$ cat src/rtl/uart_tx_scheduler.sv
// ---------------------------------------------------------------------------
// uart_tx_scheduler
//   Round-robin scheduler that shares one UART transmitter core between
//   2**ID_W byte producers. One byte is accepted per grant. The scheduler
//   drives the core's start/data inputs, then waits for a rising edge on the
//   core's finish output. A transfer whose finish edge never arrives is
//   aborted after TIMEOUT_CYCLES cycles.
//
// Ports
//   clk          system clock, all logic on the rising edge
//   rst_n        asynchronous active-low reset
//   req_valid    per-requester "byte available", held until req_ready
//   req_data     byte of requester i at [8*i+7:8*i]
//   req_ready    one-hot, one-cycle accept pulse
//   tx_start     start strobe to the core, high START_WIDTH cycles
//   tx_data      byte to the core, stable from start until the end of WAIT
//   tx_finish    finish from the core; only its rising edge is used
//   busy         high whenever the scheduler is not idle
//   grant_id     index of the requester currently or last served
//   timeout_err  one-cycle pulse when a transfer is aborted
//
// Configuration
//   UART_TX_SCHED_HDR_EN : when defined, each grant sends a header byte
//   {4'hA, grant_id} ahead of the data byte. req_ready still pulses once,
//   and a timeout in either wait phase aborts the whole pair.
// ---------------------------------------------------------------------------
module uart_tx_scheduler #(
    parameter int          ID_W           = 2,
    parameter logic [3:0]  START_WIDTH    = 4'd2,
    parameter logic [31:0] TIMEOUT_CYCLES = 32'd200000
) (
    input  logic                      clk,
    input  logic                      rst_n,
    input  logic [(1<<ID_W)-1:0]      req_valid,
    input  logic [8*(1<<ID_W)-1:0]    req_data,
    output logic [(1<<ID_W)-1:0]      req_ready,
    output logic                      tx_start,
    output logic [7:0]                tx_data,
    input  logic                      tx_finish,
    output logic                      busy,
    output logic [ID_W-1:0]           grant_id,
    output logic                      timeout_err
);

    localparam int NUM_REQ = 1 << ID_W;

    localparam logic [1:0] S_IDLE  = 2'd0;
    localparam logic [1:0] S_START = 2'd1;
    localparam logic [1:0] S_WAIT  = 2'd2;

    logic [1:0]         state_q, state_d;
    logic [3:0]         start_cnt_q, start_cnt_d;
    logic [31:0]        wait_cnt_q, wait_cnt_d;
    logic               fin_d_q;
    logic [ID_W-1:0]    last_grant_q, last_grant_d;
    logic [ID_W-1:0]    grant_id_q, grant_id_d;
    logic [NUM_REQ-1:0] req_ready_q, req_ready_d;
    logic               tx_start_q, tx_start_d;
    logic [7:0]         tx_data_q, tx_data_d;
    logic               busy_q, busy_d;
    logic               timeout_err_q, timeout_err_d;
`ifdef UART_TX_SCHED_HDR_EN
    logic               hdr_phase_q, hdr_phase_d;
    logic [7:0]         data_byte_q, data_byte_d;
`endif

    logic               fin_rise;
    logic               found;
    logic [ID_W-1:0]    winner;
    logic [ID_W-1:0]    idx;

    assign fin_rise = tx_finish & ~fin_d_q;

    // Round-robin search starting one past the last winner; the ID_W-bit
    // addition wraps naturally, so offset NUM_REQ revisits last_grant itself.
    always_comb begin
        found  = 1'b0;
        winner = last_grant_q;
        idx    = '0;
        for (int i = 1; i <= NUM_REQ; i++) begin
            idx = last_grant_q + ID_W'(i);
            if (!found && req_valid[idx]) begin
                found  = 1'b1;
                winner = idx;
            end
        end
    end

    always_comb begin
        state_d       = state_q;
        start_cnt_d   = start_cnt_q;
        wait_cnt_d    = wait_cnt_q;
        last_grant_d  = last_grant_q;
        grant_id_d    = grant_id_q;
        req_ready_d   = '0;
        tx_start_d    = tx_start_q;
        tx_data_d     = tx_data_q;
        timeout_err_d = 1'b0;
`ifdef UART_TX_SCHED_HDR_EN
        hdr_phase_d   = hdr_phase_q;
        data_byte_d   = data_byte_q;
`endif
        case (state_q)
            S_IDLE: begin
                if (found) begin
`ifdef UART_TX_SCHED_HDR_EN
                    tx_data_d   = {4'hA, 4'(winner)};
                    data_byte_d = req_data[8*winner +: 8];
                    hdr_phase_d = 1'b1;
`else
                    tx_data_d   = req_data[8*winner +: 8];
`endif
                    grant_id_d          = winner;
                    last_grant_d        = winner;
                    req_ready_d[winner] = 1'b1;
                    tx_start_d          = 1'b1;
                    start_cnt_d         = 4'd1;
                    state_d             = S_START;
                end
            end
            // start_cnt counts the cycles tx_start has already been high.
            S_START: begin
                if (start_cnt_q >= START_WIDTH) begin
                    tx_start_d = 1'b0;
                    wait_cnt_d = '0;
                    state_d    = S_WAIT;
                end else begin
                    start_cnt_d = start_cnt_q + 4'd1;
                end
            end
            // Finish is checked before the timeout so it wins a tie.
            S_WAIT: begin
                if (fin_rise) begin
`ifdef UART_TX_SCHED_HDR_EN
                    if (hdr_phase_q) begin
                        hdr_phase_d = 1'b0;
                        tx_data_d   = data_byte_q;
                        tx_start_d  = 1'b1;
                        start_cnt_d = 4'd1;
                        state_d     = S_START;
                    end else begin
                        state_d = S_IDLE;
                    end
`else
                    state_d = S_IDLE;
`endif
                end else if (wait_cnt_q >= TIMEOUT_CYCLES - 32'd1) begin
                    timeout_err_d = 1'b1;
                    state_d       = S_IDLE;
`ifdef UART_TX_SCHED_HDR_EN
                    hdr_phase_d   = 1'b0;
`endif
                end else begin
                    wait_cnt_d = wait_cnt_q + 32'd1;
                end
            end
            default: begin
                tx_start_d = 1'b0;
                state_d    = S_IDLE;
            end
        endcase
        busy_d = (state_d != S_IDLE);
    end

    always_ff @(posedge clk or negedge rst_n) begin
        if (!rst_n) begin
            state_q       <= S_IDLE;
            start_cnt_q   <= '0;
            wait_cnt_q    <= '0;
            fin_d_q       <= 1'b0;
            last_grant_q  <= ID_W'(NUM_REQ - 1);
            grant_id_q    <= '0;
            req_ready_q   <= '0;
            tx_start_q    <= 1'b0;
            tx_data_q     <= '0;
            busy_q        <= 1'b0;
            timeout_err_q <= 1'b0;
`ifdef UART_TX_SCHED_HDR_EN
            hdr_phase_q   <= 1'b0;
            data_byte_q   <= '0;
`endif
        end else begin
            state_q       <= state_d;
            start_cnt_q   <= start_cnt_d;
            wait_cnt_q    <= wait_cnt_d;
            fin_d_q       <= tx_finish;
            last_grant_q  <= last_grant_d;
            grant_id_q    <= grant_id_d;
            req_ready_q   <= req_ready_d;
            tx_start_q    <= tx_start_d;
            tx_data_q     <= tx_data_d;
            busy_q        <= busy_d;
            timeout_err_q <= timeout_err_d;
`ifdef UART_TX_SCHED_HDR_EN
            hdr_phase_q   <= hdr_phase_d;
            data_byte_q   <= data_byte_d;
`endif
        end
    end

    assign req_ready   = req_ready_q;
    assign tx_start    = tx_start_q;
    assign tx_data     = tx_data_q;
    assign busy        = busy_q;
    assign grant_id    = grant_id_q;
    assign timeout_err = timeout_err_q;

endmodule
$ cat config.mk
export PLATFORM = sky130hd
export DESIGN_NAME = uart_tx_scheduler
export DESIGN_NICKNAME = d
export VERILOG_FILES = /design/src/rtl/uart_tx_scheduler.sv
export SDC_FILE = /design/constraint.sdc
export NUM_CORES = 1
export LEC_CHECK = 0
export ABC_AREA = 1
export BUFFER_PORTS_ARGS = -buffer_cell sky130_fd_sc_hd__buf_2
export CAP_MARGIN = 20
export CORE_MARGIN = 3
export CORE_UTILIZATION = 51
export DETAILED_ROUTE_END_ITERATION = 7
export HOLD_SLACK_MARGIN = 0.03
export PLACE_DENSITY = 0.73
export SLEW_MARGIN = 20
export SYNTH_ARGS = -nofsm -noshare
export SYNTH_HDL_FRONTEND = slang
export SYNTH_SLANG_ARGS = --single-unit
$ cat constraint.sdc
create_clock -name clk -period 1.7 [get_ports clk]
set_input_delay 0.085 -clock clk [delete_from_list [all_inputs] [get_ports clk]]
set_output_delay 0.085 -clock clk [all_outputs]
set_load 0.1 [all_outputs]
==> results of run 1 <==
[registers in the layout, indices dropped and copies added, names as in the netlist]
name          cells
req_ready         4
grant_id          2
state_q           2
fin_d_q           1
start_cnt_q       4
last_grant_q      2
tx_data           8
wait_cnt_q       32
busy              1
timeout_err       1
tx_start          1
[per-layer routing]
layer | global-route usage | part of all wire
met4 | 0.0879 | 0.042
met2 | 0.371 | 0.49
met1 | 0.312 | 0.39
met3 | 0.0492 | 0.076
met5 | 0 | 0
[worst min-delay path: cells and delay by family]
| family | cells | cell delay [ns] |
|---|---|---|
| simple gates | 4 | 0.20 |
| buf+inv | 1 | 0.07 |
[cell type report]
class                           instances  area [µm²]  area share
Timing Repair inverter                  1        16.3     0.00330
Clock buffer                           12         165      0.0335
Timing Repair Buffer                  107         772       0.157
Multi-Input combinational cell        336        2150       0.437
Sequential cell                        58        1450       0.295
Inverter                               45         199      0.0404
Clock inverter                          4        72.6      0.0147
Tap cell                               75        93.8      0.0191
[cell usage after synthesis, drive strengths merged]
library cell  number  area, µm²
xnor2              4       35.0
o21ai              6       30.0
nor4               3       25.0
nand3             69        363
nand3b             1       7.51
nor3b              2       15.0
nor3               7       40.0
dfstp              2       52.6
a21oi              4       20.0
buf               12        109
o22ai              1       20.0
inv               45        176
clkbuf             1       3.75
dfrtp             56       1400
a31oi              1       6.26
nor2              59        249
ha                 3       37.5
nand2            155        652
xor2               7       61.3
nand4              7       50.1
[cells in the final DEF, fill, tap and decap left out, drive strengths merged]
| master | n |
|---|---|
| xor2 | 7 |
| bufinv | 2 |
| nor2 | 60 |
| clkbuf | 12 |
| inv | 44 |
| nor3 | 7 |
| nand3 | 71 |
| ha | 3 |
| nand4 | 7 |
| dlygate4sd3 | 2 |
| clkinvlp | 1 |
| xnor2 | 4 |
| a21oi | 4 |
| nand2 | 159 |
| buf | 105 |
| dfrtp | 56 |
| nor3b | 2 |
| nor4 | 3 |
| o22ai | 1 |
| a31oi | 1 |
| o21ai | 6 |
| nand3b | 1 |
| dfstp | 2 |
| clkinv | 3 |
[what timing repair did]
action,4_1_cts,5_1_grt
cloned,4,5
buffers inserted,7,12
pin swaps,5,9
gates resized for setup,27,98
hold buffers,2,0
endpoints found under the setup margin,26,57
endpoints found under the hold margin,59,0
[power by group]
part / switching [W] / total (W) / internal, W / leakage (nW)
Combinational: 0.00507 / 0.00766 / 0.00259 / 1.58
Sequential: 0.000218 / 0.00189 / 0.00167 / 0.770
Clock: 0.000584 / 0.00153 / 0.000943 / 0.119
Total: 0.00587 / 0.0111 / 0.00521 / 2.47
[through the flow]
step	worst slack, ns	util
finish	-0.261	0.803
global route	-0.367	0.803
CTS	-0.111	0.713
detailed placement	-0.185	0.633
global placement	-0.127	0.633
floorplan	-0.00720	-
[kinds of logic (layout without fill, tap and decap cells)]
group	Yosys count	in the layout	synth area share
buffers and inverters	58	169	0.0862
xor gates and xnor gates	11	11	0.0287
and+or+nand+nor	303	310	0.418
AOI/OAI and AO/OA	12	12	0.0228
DFF	58	58	0.433
adders and majority gates	3	3	0.0112
[worst paths after layout]
kind / end / slack [ns] / depth (start not counted)
worst max-delay path: tx_data[0] / -0.26 / 14
worst min register to register: wait_cnt_q[20] / 0.49 / 2
min in group asynchronous: req_ready[0] / 0.27 / 3
worst min-delay path: tx_data[5] / 0.05 / 5
worst max register to register: tx_data[0] / -0.26 / 14
max in group asynchronous: last_grant_q[0] / 1.13 / 3
==> flow_summary.toml, run 1 <==
[setup_path]
cpMaxStageDelayCell = "dfstp_2"
critical_path.top_delay_family = "simple AND/OR/NAND/NOR gates"
worst-path-buf-inv = 4
worstPathArrival_ns = 2.18
required_ns = 1.92
crit_path_end_kind = "flop"
crit_path_start_kind = "flop"
critPathMaxFanout = 6
startpoint = "last_grant_q[1]"
critical_path.max_stage_delay_ns = 0.61
worstPathCellList = "buf_4 > nand2_4 > nand2_4 > nand2_2 > nand2_4 > inv_8 > buf_12 > nand2_8 > buf_12 > nand2_4 > nand3_1 > nand2_1 > nand3_1 > nand3_1"
critPathKind = "flop to flop"
crit_top_cell = "nand2_4"
worstReg2RegStart = "last_grant_q[1]"

[floorplan]
die_w_um = 87.1
rows = 28
dieArea_mm2 = 0.00759
fp.coreArea_mm2 = 0.00613
ioPinCount = 56
start_util = 0.547
dieHeight_um = 87.1

[clocking]
clkTransAtPathRegs_ns = 0.07
numCtsBuffers = 9
h-tree-depth = 3
root_buffer = "clkbuf_8"
cts_num_sinks = 58
cts_tree = "built"
worstSkewPairLatency_ns = 0.35
clock_path_buffers = 2

[cells_and_area]
syn2layout_area_growth_pct = 46.8
diodes = 0
stdcell_count = 638
layout-drive-gt1-share = 0.421
final_cell_area_mm2 = 0.00493
n_fill_cell = 379
final_nets = 600

[grt]
gr-total-overflow = 0
grt_pass1_vias = 3094
antenna_found_initial = 0
grt_use_total = 0.233
grt_first_pass_wirelength_um = 14000
grt_max_degree = 59

[synthesis]
yosysSeqAreaShare = 0.433
synth_area_mm2 = 0.00335
yosys.cell_types.count = 37
ys_ff_latch = 58
syn_area_per_cell_um2 = 7.54
synthCells = 445
synth_nets = 487
ys_warn_count = 0

[drt]
drt-total-wl_um = 10800
wire_per_inst_um = 16.9
first_pass_iters = 5
drc_errors = 0
via_per_inst = 5.60
ant_nets = 0
drt_iter0_drc = 353
dr_total_vias = 3573

[min_path]
hold_path.class = "primary input to flop"
worstHoldStart = "req_data[21]"

[power]
vdd_drop_max_v = 0.00191
p_total_w = 0.0111
p_leak_nw = 2.47
power_density_mw_per_mm2 = 2250

[sta]
fmax_mhz = 510
rsz0062_at_grt = "true"
maxSlewHeadroom = 0.661
slew_violations = 0
tightest_slew_ns = 0.513
setup_viol = 54
layout_setup_ws_ns = -0.261
hold_viol_final = 0
clock_skew_ns = 0.0115
fin_crit_sh = 1.15
tns_ns = -7.77
min_period_ns = 1.96
fin_hold_ws_ns = 0.0477

[placement]
dp_cells = 592
dp_hpwl_um = 5500
portBuffers = 55
gp_congestion = 0.861
place_area_mm2 = 0.00388

[status]
violations = "setup timing"
status = "finished, violations left"

[flow_run]
maxCapViolations = 0
Note: power is estimated with default switching activity, not from simulation.
==> inputs of run 2 (changes only) <==
Settings changed: RECOVER_POWER set to 25.
Clock period 1.7 ns to 1.62 ns, I/O delays scaled along.
==> run 2 against run 1 <==
Net effect: the flow still finishes with violations (setup timing); count of clock-buffer cells in the layout is 2 lower; worst hold slack worse by 0.0047 ns; combinational power hardly changed; via count is 2.8% lower; first-iteration DRC count is 50% lower; global-route usage is 0.74 points higher; sequential share of layout area is 0.082 points lower; final area is 0.28% higher; critical path type unchanged; largest power group unchanged.
==> flow_summary.toml, run 2 (synthesized netlist as in run 1, its figures left out) <==
[drt]
via_per_inst = 5.41
drc_errors = 0
wire_per_inst_um = 15.5
drt-total-wl_um = 9950
dr_total_vias = 3474
drt_iter0_drc = 177
ant_nets = 0
first_pass_iters = 5

[power]
p_seq_frac = 0.180
p_leak_nw = 2.50
combPwrFrac = 0.700
power_density_mw_per_mm2 = 2220
clock_power_share = 0.120
swShare = 0.537
internal_power_w = 0.00507
vdd_drop_max_v = 0.00204
power.switching_w = 0.00587

[sta]
fin_crit_sh = 1.16
setup_viol = 51
layout_setup_ws_ns = -0.258
tns_ns = -7.35
tightest_slew_ns = 1.10
hold_viol_final = 0
fmax_mhz = 533
clock_skew_ns = 0.0102
slew_violations = 0
min_period_ns = 1.88
maxSlewHeadroom = 0.265
rsz0062_at_grt = "true"

[grt]
gr-total-overflow = 0
grt_use_total = 0.240
busiest_layer = "met2"
grt_max_degree = 26
grt_util_met1 = 0.294
grt_pass1_vias = 3164
met3_usage = 0.0407
grt.met2_usage = 0.416
grt_first_pass_wirelength_um = 14400
antenna_found_initial = 0

[status]
violations = "setup timing"
status = "finished, violations left"

[placement]
gp_congestion = 0.844
dp_slack_ns = -0.285
portBuffers = 55
dp_hpwl_um = 5840

[clocking]
worstSkewPairLatency_ns = 0.33
h-tree-depth = 3
cts_tree = "built"
numCtsBuffers = 9
clock_path_buffers = 2
cts_num_sinks = 58
root_buffer = "clkbuf_8"
clkTransAtPathRegs_ns = 0.07

[cells_and_area]
final_core_util = 0.806
syn2layout_area_growth_pct = 47.3
final_nets = 605
diodes = 0
largest_reg_flops = 32
regMostFlops = "wait_cnt_q"
n_fill_cell = 390
final_common_cell = "nand2_1"
final_cell_mix = "nand2_1, nand3_1, dfrtp_1"
layout-drive-gt1-share = 0.432

[setup_path]
crit_path_end_kind = "flop"
critPathKind = "flop to flop"
crit_path_start_kind = "flop"
worstPathArrival_ns = 2.10
reg2reg_slack_ns = -0.26
required_ns = 1.84
critPathMaxFanout = 7

[min_path]
hold_path.class = "primary input to flop"

[floorplan]
start_util = 0.547
rows = 28
dieArea_mm2 = 0.00759
die_w_um = 87.1
fp.coreArea_mm2 = 0.00613
dieHeight_um = 87.1
ioPinCount = 56

[flow_run]
maxCapViolations = 0
## run 2: cell types whose count changed in the layout (fill, tap and decap cells not counted), sizes merged
cell and delta:
buf +3, bufinv -1, clkbuf +1, clkinvlp +1
inv +1, nand3 -1
## run 2: final timing paths
kind | from | end | depth (start not counted)
worst max-delay path | last_grant_q[1] | tx_data[3] | 11
worst min-delay path | req_data[23] | tx_data[7] | 5
worst max register to register | last_grant_q[1] | tx_data[3] | 11
worst min register to register | tx_data[6] | tx_data[6] | 2
max in group asynchronous | rst_n | state_q[1] | 3
min in group asynchronous | rst_n | grant_id[1] | 2
## run 2: area by class of cell
| type | instances | area, µm² | area share |
|---|---|---|---|
| clock inverter | 5 | 55.1 | 0.0111 |
| timing repair buffer | 113 | 803 | 0.163 |
| multi-input combinational | 335 | 2170 | 0.440 |
| inverter | 45 | 205 | 0.0415 |
| sequential | 58 | 1450 | 0.294 |
| clock buffer | 10 | 138 | 0.0279 |
| timing repair inverter | 1 | 16.3 | 0.00329 |
| tap | 75 | 93.8 | 0.0190 |
## run 2: worst max-delay path, stage by stage (launching register included)
cell and delay [ns]:
dfstp_2 0.64, inv_4 0.07, nand2_2 0.10, nand2_4 0.08, nand2_4 0.07, nand2_4 0.08
inv_8 0.10, nand4_1 0.21, nand2_4 0.21, nor2_4 0.07, nand2_1 0.06, nand3_1 0.06
## run 2: repair_timing
item	CTS	global route
hold buffers	2	0
pin swaps	12	22
endpoints found under the setup margin	55	57
gates cloned	5	4
resized for setup	42	101
endpoints found under the hold margin	16	0
setup buffers	5	11
## run 2: layer usage
metal | routed length, µm | up-vias
met3 | 585 | 29
met1 | 3990 | 1629
met2 | 5090 | 158
li1 | - | 1658
met5 | 0 | -
met4 | 275 | 0
## run 2: power by group through the flow
| stage | combinational [W] | clock (W) | sequential, W |
|---|---|---|---|
| after floorplan | 0.00304 | 0 | 0.00307 |
| after global routing | 0.00812 | 0.00141 | 0.00199 |
| final | 0.00766 | 0.00131 | 0.00197 |
| after global placement | 0.00509 | 0 | 0.00198 |
| after CTS | 0.00591 | 0.00133 | 0.00195 |
| after detailed placement | 0.00519 | 0 | 0.00198 |
## run 2: stage by stage
step | hold slack [ns] | area, µm² | std cells | total power [W]
5_1_grt | 0.0749 | 4940 | 642 | 0.0115
3_3_place_gp | 0.0630 | 3960 | 600 | 0.00707
4_1_cts | 0.0412 | 4400 | 627 | 0.00919
6_report | 0.0430 | 4940 | 642 | 0.0109
3_5_place_dp | 0.0677 | 3960 | 600 | 0.00717
2_1_floorplan | -0.215 | 3430 | 445 | 0.00611
==> inputs of run 3 (changes only) <==
Settings changed: RECOVER_POWER 25 to 100.
==> run 3 against run 2 <==
Net effect: the flow still finishes with violations (setup timing); worst hold slack got worse by 0.0019 ns; final area decreased by 0.10%; total power decreased by 0.27%.
==> flow_summary.toml, run 3 (synthesized netlist as in run 1, its figures left out) <==
[grt]
busiest_layer = "met2"
grt_util_met1 = 0.294
grt_use_total = 0.240
grt.met2_usage = 0.416
gr-total-overflow = 0
grt_max_degree = 26
antenna_found_initial = 0
met3_usage = 0.0407
grt_first_pass_wirelength_um = 14400
grt_pass1_vias = 3164

[clocking]
worstSkewPairLatency_ns = 0.34
clkTransAtPathRegs_ns = 0.07
cts_num_sinks = 58
cts_tree = "built"
clock_path_buffers = 2
root_buffer = "clkbuf_8"
numCtsBuffers = 9
h-tree-depth = 3

[cells_and_area]
largest_reg_flops = 32
final_nets = 605
n_fill_cell = 391
layout-drive-gt1-share = 0.432
regArea_mm2 = 0.00145
stdcell_count = 642
final_common_cell = "nand2_1"
syn2layout_area_growth_pct = 47.1
final_cell_mix = "nand2_1, nand3_1, dfrtp_1"
multi_input_area_mm2 = 0.00217
diodes = 0
regMostFlops = "wait_cnt_q"

[placement]
gp_congestion = 0.844
dp_slack_ns = -0.285
dp_hpwl_um = 5840
portBuffers = 55
dp_cells = 600

[setup_path]
critPathKind = "flop to flop"
crit_top_cell = "nand2_4"
worstPathArrival_ns = 2.09
crit_path_end_kind = "flop"
reg2reg_slack_ns = -0.25
cpMaxStageDelayCell = "dfstp_2"
critical_path.max_stage_delay_ns = 0.64
critPathMaxFanout = 7
crit_path_start_kind = "flop"
worstPathCellList = "inv_4 > nand2_2 > nand2_4 > nand2_4 > nand2_4 > inv_8 > nand4_1 > nand2_4 > nor2_4 > nand2_1 > nand3_1"
required_ns = 1.84

[floorplan]
ioPinCount = 56
dieHeight_um = 87.1
die_w_um = 87.1
dieArea_mm2 = 0.00759
fp.coreArea_mm2 = 0.00613
start_util = 0.547
rows = 28

[sta]
fin_crit_sh = 1.15
maxSlewHeadroom = 0.264
setup_viol = 50
tightest_slew_ns = 1.10
clock_skew_ns = 0.0104
rsz0062_at_grt = "true"
layout_setup_ws_ns = -0.250
hold_viol_final = 0
min_period_ns = 1.87
fmax_mhz = 535
slew_violations = 0

[power]
power_density_mw_per_mm2 = 2210
internal_power_w = 0.00506
swShare = 0.537
vdd_drop_max_v = 0.00203
p_seq_frac = 0.181
clock_power_share = 0.121
combPwrFrac = 0.698
p_leak_nw = 2.49
power.switching_w = 0.00586

[flow_run]
maxCapViolations = 0

[drt]
drc_errors = 0
dr_total_vias = 3449
wire_per_inst_um = 15.4
via_per_inst = 5.37
drt-total-wl_um = 9910
drt_iter0_drc = 167
first_pass_iters = 5
ant_nets = 0

[status]
status = "finished, violations left"
violations = "setup timing"

[min_path]
hold_path.class = "primary input to flop"
-- run 3: cell count changes in the layout (fill, tap and decap cells not counted) --
cell | previous run | this run
nand2_2 | 33 | 34
clkbuf_4 | 1 | 2
clkbuf_2 | 0 | 17
buf_4 | 42 | 41
nand2_4 | 28 | 27
buf_2 | 53 | 36
-- run 3: final cells by class --
class | count | share of cell area
clock buffer | 10 | 0.0279
clock inverter | 5 | 0.0112
multi-input combinational | 335 | 0.440
timing repair inverter | 1 | 0.00330
sequential | 58 | 0.295
tap | 75 | 0.0190
inverter | 45 | 0.0416
timing repair buffer | 113 | 0.163
-- run 3: final timing paths --
kind / end / cells after the start / start
setup / recovery: tx_data[2] / 11 / last_grant_q[1]
hold / removal: tx_data[7] / 5 / req_data[23]
setup reg to reg: tx_data[2] / 11 / last_grant_q[1]
hold reg to reg: wait_cnt_q[31] / 2 / wait_cnt_q[31]
max in group asynchronous: state_q[1] / 3 / rst_n
min in group asynchronous: grant_id[1] / 2 / rst_n
-- run 3: routing by layer --
| layer | up-vias | wire length, µm |
|---|---|---|
| met1 | 1606 | 3940 |
| met5 | - | 0 |
| met3 | 26 | 620 |
| met4 | 0 | 272 |
| li1 | 1660 | - |
| met2 | 157 | 5080 |
-- run 3: repair_timing --
action / 4_1_cts / 5_1_grt
gates resized for setup: 42 / 101
hold endpoints to repair: 16 / 0
hold buffers: 2 / 0
endpoints found under the setup margin: 55 / 57
pin swaps: 12 / 22
cloned: 5 / 4
setup buffers: 5 / 11
-- run 3: worst max-delay path: cells and delay by family (launching register included) --
family	cells	cell delay, ns
AND/OR/NAND/NOR	9	0.92
flip-flops	1	0.64
buffers and inverters	2	0.17
-- run 3: power groups by stage --
| stage | combinational (W) | sequential (W) | clock, W |
|---|---|---|---|
| final | 0.00762 | 0.00198 | 0.00132 |
| after global routing | 0.00810 | 0.00200 | 0.00141 |
| after CTS | 0.00591 | 0.00195 | 0.00133 |
| after detailed placement | 0.00519 | 0.00198 | 0 |
| after global placement | 0.00509 | 0.00198 | 0 |
| after floorplan | 0.00304 | 0.00307 | 0 |
-- run 3: per-stage QoR --
| step | hold slack (ns) | util | power [W] | area (µm²) | TNS (ns) |
|---|---|---|---|---|---|
| 4_1_cts | 0.0412 | 0.718 | 0.00919 | 4400 | -6.63 |
| 2_1_floorplan | -0.215 | - | 0.00611 | 3430 | -1.54 |
| 3_5_place_dp | 0.0677 | 0.646 | 0.00717 | 3960 | -6.95 |
| 3_3_place_gp | 0.0630 | 0.646 | 0.00707 | 3960 | -4.49 |
| 5_1_grt | 0.0749 | 0.805 | 0.0115 | 4930 | -16.32 |
| 6_report | 0.0411 | 0.805 | 0.0109 | 4930 | -7.20 |
